## src/rtl/fetch_stage.sv

```systemverilog
// Instruction-fetch stage: owns the program counter, drives the fetch address
// into a combinational instruction memory and captures the returned word into
// the IF/ID pipeline register under hazard-unit stall/flush control.
module fetch_stage #(
  parameter logic [31:0] RESET_PC  = 32'h0000_0000,
  parameter logic [31:0] NOP_INSTR = 32'h0000_0013
) (
  input  logic        clk,
  input  logic        rst,
  input  logic        StallF,
  input  logic        StallD,
  input  logic        FlushD,
  input  logic        PCSrc_E,
  input  logic [31:0] PCTarget_E,
  input  logic [31:0] Instr_F,
  output logic [31:0] PC_F,
  output logic [31:0] Instr_D,
  output logic [31:0] PC_D,
  output logic [31:0] PCPlus4_D,
  output logic        Valid_D,
  output logic [31:0] FetchCnt
);

  logic [31:0] pc_q, pc_d;
  logic [31:0] id_instr_q, id_instr_d;
  logic [31:0] id_pc_q, id_pc_d;
  logic [31:0] id_pc_plus4_q, id_pc_plus4_d;
  logic        id_valid_q, id_valid_d;
  logic [31:0] fetch_cnt_q, fetch_cnt_d;
  logic [31:0] pc_plus4;
  logic        capture;

  assign pc_plus4 = pc_q + 32'd4;
  // Only a plain capture (no flush, no stall) counts as an accepted instruction.
  assign capture  = !FlushD && !StallD;

  // PC next state: redirect beats stall; target forced word aligned.
  always_comb begin
    pc_d = pc_plus4;
    if (PCSrc_E) begin
      pc_d = {PCTarget_E[31:2], 2'b00};
    end else if (StallF) begin
      pc_d = pc_q;
    end
  end

  // IF/ID next state: flush beats stall; capture otherwise.
  always_comb begin
    id_instr_d    = Instr_F;
    id_pc_d       = pc_q;
    id_pc_plus4_d = pc_plus4;
    id_valid_d    = 1'b1;
    fetch_cnt_d   = fetch_cnt_q;
    if (FlushD) begin
      id_instr_d    = NOP_INSTR;
      id_pc_d       = 32'd0;
      id_pc_plus4_d = 32'd0;
      id_valid_d    = 1'b0;
    end else if (StallD) begin
      id_instr_d    = id_instr_q;
      id_pc_d       = id_pc_q;
      id_pc_plus4_d = id_pc_plus4_q;
      id_valid_d    = id_valid_q;
    end
    if (capture) begin
      fetch_cnt_d = fetch_cnt_q + 32'd1;
    end
  end

  // State registers with synchronous reset overriding all controls.
  always_ff @(posedge clk) begin
    if (rst) begin
      pc_q          <= RESET_PC;
      id_instr_q    <= NOP_INSTR;
      id_pc_q       <= 32'd0;
      id_pc_plus4_q <= 32'd0;
      id_valid_q    <= 1'b0;
      fetch_cnt_q   <= 32'd0;
    end else begin
      pc_q          <= pc_d;
      id_instr_q    <= id_instr_d;
      id_pc_q       <= id_pc_d;
      id_pc_plus4_q <= id_pc_plus4_d;
      id_valid_q    <= id_valid_d;
      fetch_cnt_q   <= fetch_cnt_d;
    end
  end

  assign PC_F      = pc_q;
  assign Instr_D   = id_instr_q;
  assign PC_D      = id_pc_q;
  assign PCPlus4_D = id_pc_plus4_q;
  assign Valid_D   = id_valid_q;
  assign FetchCnt  = fetch_cnt_q;

endmodule
```

## config.mk

```make
export PLATFORM = sky130hd
export DESIGN_NAME = fetch_stage
export DESIGN_NICKNAME = d
export VERILOG_FILES = /design/src/rtl/fetch_stage.sv
export SDC_FILE = /design/constraint.sdc
export NUM_CORES = 1
export LEC_CHECK = 0
export CAP_MARGIN = 20
export CORE_ASPECT_RATIO = 0.75
export CORE_MARGIN = 4
export CORE_UTILIZATION = 30
export CTS_BUF_LIST = sky130_fd_sc_hd__clkbuf_4 sky130_fd_sc_hd__clkbuf_8
export CTS_CLUSTER_SIZE = 20
export DETAILED_ROUTE_END_ITERATION = 16
export DONT_BUFFER_PORTS = 1
export SLEW_MARGIN = 20
export SYNTH_ARGS = -nofsm -noshare
export SYNTH_HDL_FRONTEND = slang
export SYNTH_SLANG_ARGS = --single-unit
```

## constraint.sdc

```tcl
create_clock -name clk -period 3.4 [get_ports clk]
set_input_delay 0.68 -clock clk [delete_from_list [all_inputs] [get_ports clk]]
set_output_delay 0.68 -clock clk [all_outputs]
set_load 0.01 [all_outputs]
```

Word level (Yosys, flattened, before mapping)
Cells that the tools add are included.

Flip-flop bits (word level): 161. Output and inout port bits: 161. Word-level logic and storage cells: 17.

Add/sub/neg operators: 2. Equal/unequal tests: 1. Muxes and demuxes: 2. Reduce and logical (&&, ||, !) cells: 5.

Operators by type and width (count): 32-bit two-way mux (2); 32-bit by 1-bit adder with 32-bit output, second input constant (1); 32-bit by 3-bit adder with 32-bit output, second input constant (1); 2-bit OR reduction (2); 1-bit zero test (2); 2-bit by 1-bit != test with 1-bit output, second input constant (1); 1-bit logical AND (1).

Logic depth before layout (Yosys ltp)
Depth in word-level cells: 3. Mapped depth: 6. Gate-level depth less buffers: 5.

Worst setup path before layout
Ideal clock, no wire load.

Path kind: input to register. From: input StallD. To: register fetch_cnt_q[21] (netlist: FetchCnt[21]). Library setup time: 70 ps. Data arrival time: 2305 ps. Required time: 3330 ps. Setup slack: 1025 ps. Stages on the path: 6. Cell sequence: buf_6 -> or3b_4 -> or3_1 -> buf_2 -> or4_1 -> a21oi_1.

Word-level cells in the longest chain between the ends: 2.

RTL lines: start: declaration (line 11) `input logic StallD,`; 1-bit zero test (line 35) `assign capture = !FlushD && !StallD;`; 1-bit logical AND (line 35); end signal: assignment (line 85) `fetch_cnt_q <= fetch_cnt_d;`; end: declaration (line 29) `logic [31:0] fetch_cnt_q, fetch_cnt_d;`.

No other way between the ends. A chain may end at the register's enable or synchronous reset.

Worst setup path after layout
From: register pc_q[3] (netlist: PC_F[3]). To: register pc_q[16] (netlist: PC_F[16]).

Word-level cells in the longest chain between the ends: 3.

RTL lines: start: declaration (line 24) `logic [31:0] pc_q, pc_d;`; start signal: assignment (line 80) `pc_q <= pc_d;`; 32-bit by 3-bit adder with 32-bit output (line 33) `assign pc_plus4 = pc_q + 32'd4;`; 32-bit two-way mux (line 42) `end else if (StallF) begin`; 32-bit two-way mux (line 40) `if (PCSrc_E) begin`.

No other way between the ends. The select of a mux whose other input is x is not followed.

==> results.sh <==
export IMPL_status="finished clean"
export IMPL_cts_tree="done"
export IMPL_synth_compound_area_frac=0.143
export IMPL_crit_path_max_fanout=11
export IMPL_routed_via_count=5936
export IMPL_skew_ns=0.0132
export IMPL_synth_top_flop_cell="dfxtp_1"
export IMPL_final_area_sq_um=7620
export IMPL_reg2reg_slack_ns=0.75
export IMPL_diodes=0
export IMPL_total_power_mw=3.62
export IMPL_synth_top_family_by_area="simple AND/OR/NAND/NOR gates"
export IMPL_die_width_microns=185
export IMPL_synthAdderAreaFrac=0.00355
export IMPL_min_period_ns=2.65
export IMPL_h_tree_depth=4
export IMPL_reg2reg_depth=5
export IMPL_endpoint_kind="flop"
export IMPL_synth_avg_cell_area_sq_um=8.64
export IMPL_drv_cap=0
export IMPL_synth_area_leaders="dfxtp_1 (44%), mux2i_1 (7.8%), nor2_1 (5.4%)"
export IMPL_power_density_nw_per_um2=475
export IMPL_clockRootBuffer="clkbuf_8"
export IMPL_drcViolationCount=0
export IMPL_r2r_start="PC_F[3]$_SDFFE_PP0P_"
export IMPL_clock_latency_ns=0.47
export IMPL_routabilityCongestion=0.823
export IMPL_yosysWarnings=0
export IMPL_hold_path_end="FetchCnt[17]$_SDFFE_PP0P_"
export IMPL_crit_type="reg2reg"
export IMPL_cts_buffer_depth=2
export IMPL_synth_most_common_cell="dfxtp_1"
export IMPL_relSlewSlack=0.327
export IMPL_grt_pass1_wl_microns=33000
export IMPL_nFillCells=2409
export IMPL_syn_inst=816
export IMPL_grt_max_degree=80
export IMPL_track_usage=0.162
export IMPL_wl_per_cell_microns=20.1
export IMPL_grt_antenna_before_repair=0
export IMPL_synth_xor_area_share=0.0373
export IMPL_area_delta_synth_final_pct=8.02
export IMPL_synth_top_area_cell="dfxtp_1"
export IMPL_worstHoldStart="rst"
export IMPL_nNetsFinal=852
export IMPL_yosys_area_share_simple=0.232
export IMPL_coreArea_sq_um=23100
export IMPL_synth_area_sq_um=7050
export IMPL_dr_first_iter_drc_count=523
export IMPL_io_buffers=0
export IMPL_setup_viol=0
export IMPL_cp_arrival_ns=3.02
export IMPL_total_leakage_power_nw=2.55
export IMPL_critPathLaunchType="flop"
export IMPL_cts_sink_count=155
export IMPL_drt_vias_per_instance=5.43
export IMPL_period_share=0.779
export IMPL_grt_overflow_total=0
export IMPL_tightestPinTransition_ns=1.01
export IMPL_peakVddDrop_v=0.000219
export IMPL_ys_seq_area_frac=0.440
export IMPL_reg2reg_to="PC_F[16]$_SDFFE_PP0P_"
export IMPL_ant_nets=0
export IMPL_slew_violations=0
export IMPL_dr_pass1_iters=5
export IMPL_min_path_cells=1
export IMPL_hpwl_microns=15600
export IMPL_cts_setup_buffers=0
export IMPL_synth_top_cell_area_share=0.440
export IMPL_placed_area_sq_um=7220
export IMPL_cts_buffers=17
export IMPL_required_ns=3.77
export IMPL_synthMuxAreaShare=0.0845
export IMPL_utilization=0.330
export IMPL_routed_wl_microns=21900
export IMPL_fmax_mhz=378
export IMPL_io_pins=231
export IMPL_clk_pin_slew_worst_paths_ns=0.09
export IMPL_tns_ns=0
export IMPL_holdBufCountCts=0
export IMPL_start_util=0.306
export IMPL_cts_resized=0
export IMPL_rsz0062_at_grt="false"
export IMPL_synth_cell_types=50
export IMPL_synth_edf_count=0
export IMPL_min_path_type="in2reg"
export IMPL_drive_above_1_share=0.0757
export IMPL_grt_pass1_vias=5298
export IMPL_dieArea_sq_um=26000
export IMPL_async_flop_share=0
export IMPL_hold_viol=0
export IMPL_fp_row_count=48
export IMPL_synth_seq_cells=155
export IMPL_yosys_top_cells_count="dfxtp_1 (155), nor2_1 (102), mux2i_1 (55)"
export IMPL_die_h_microns=141
[report_power, final]
group / internal, mW / leakage, nW / switching (mW)
clock: 0.656 / 0.196 / 0.754
combinational: 0.0956 / 1.09 / 0.122
sequential: 1.87 / 1.26 / 0.113
[final cells by class]
class / count / area [sq um] / area share
inverters: 19 / 71.3 / 0.00936
multi-input cells: 571 / 3550 / 0.467
repair buffers: 16 / 120 / 0.0158
well taps: 300 / 375 / 0.0493
clock inverters: 10 / 109 / 0.0143
clock buffers: 22 / 284 / 0.0373
flip-flops and latches: 155 / 3100 / 0.407
[how the worst max path moves through the flow]
stage	start	depth (start not counted)	slack, ns	end
final	PC_F[3]$_SDFFE_PP0P_	5	0.75	PC_F[16]$_SDFFE_PP0P_
after global placement	PC_F[19]$_SDFFE_PP0P_	4	0.87	PC_F[30]$_SDFFE_PP0P_
after floorplan	StallD	6	1.03	FetchCnt[21]$_SDFFE_PP0P_
after CTS	PC_F[19]$_SDFFE_PP0P_	4	0.82	PC_F[30]$_SDFFE_PP0P_
after detailed placement	PC_F[2]$_SDFFE_PP0P_	5	0.82	PC_F[22]$_SDFFE_PP0P_
after global routing	PC_F[19]$_SDFFE_PP0P_	4	0.60	PC_F[30]$_SDFFE_PP0P_
[kinds of logic after synthesis]
group | count (synthesis)
mux | 59
simple gates | 314
xor+xnor | 30
flops | 155
fa+ha+maj | 2
compound gates | 160
other cells | 1
buf+inv | 95
[state kept, by name (all words and copies together), names as in the netlist]
register and flops:
PC_F 30, Instr_D 32, FetchCnt 32, PCPlus4_D 30
Valid_D 1, PC_D 30
[layout by cell type, fill, tap and decap left out, drive strengths merged, types with 6 or more instances in the layout]
| cell | synthesis | layout |
|---|---|---|
| nand2 | 52 | 52 |
| a31oi | 10 | 10 |
| a2111oi | 6 | 6 |
| nor2b | 7 | 7 |
| nor2 | 102 | 102 |
| nand3 | 19 | 19 |
| a21oi | 40 | 40 |
| nor3 | 17 | 17 |
| or4 | 21 | 21 |
| dfxtp | 155 | 155 |
| conb | 1 | 6 |
| or3 | 27 | 27 |
| nor4 | 18 | 18 |
| clkbuf | 45 | 22 |
| xnor2 | 21 | 21 |
| clkinv | 1 | 6 |
| a211oi | 15 | 15 |
| a311oi | 18 | 18 |
| inv | 18 | 20 |
| o21ai | 48 | 48 |
| mux2i | 55 | 55 |
| and4 | 13 | 13 |
| buf | 31 | 16 |
| o31ai | 15 | 15 |
| and3 | 7 | 7 |
| nand4 | 21 | 21 |
| xor2 | 9 | 9 |
[metrics by stage]
stage / setup slack [ns] / hold WS, ns / std cells
after global placement: 0.867 / 0.505 / 1061
final: 0.752 / 0.266 / 1093
after floorplan: 1.03 / 0.486 / 821
after detailed placement: 0.825 / 0.516 / 1061
after global routing: 0.596 / 0.217 / 1093
after CTS: 0.816 / 0.221 / 1093
[worst max-delay path, cell delays in order (launching register included)]
cell and delay (ns):
dfxtp_1 0.53, ha_1 0.38, nand3b_1 0.21, or4_1 0.77
or3_1 0.38, a311oi_1 0.28
[routing by layer]
layer	wire length, microns	part of all wire	vias up	GRT usage
met5	0	0	-	0
met4	331	0.015	0	0.0398
met3	2120	0.097	24	0.0730
met2	9480	0.43	221	0.221
met1	9990	0.46	2813	0.232
li1	-	-	2878	-
(Power assumes the default switching activity.)
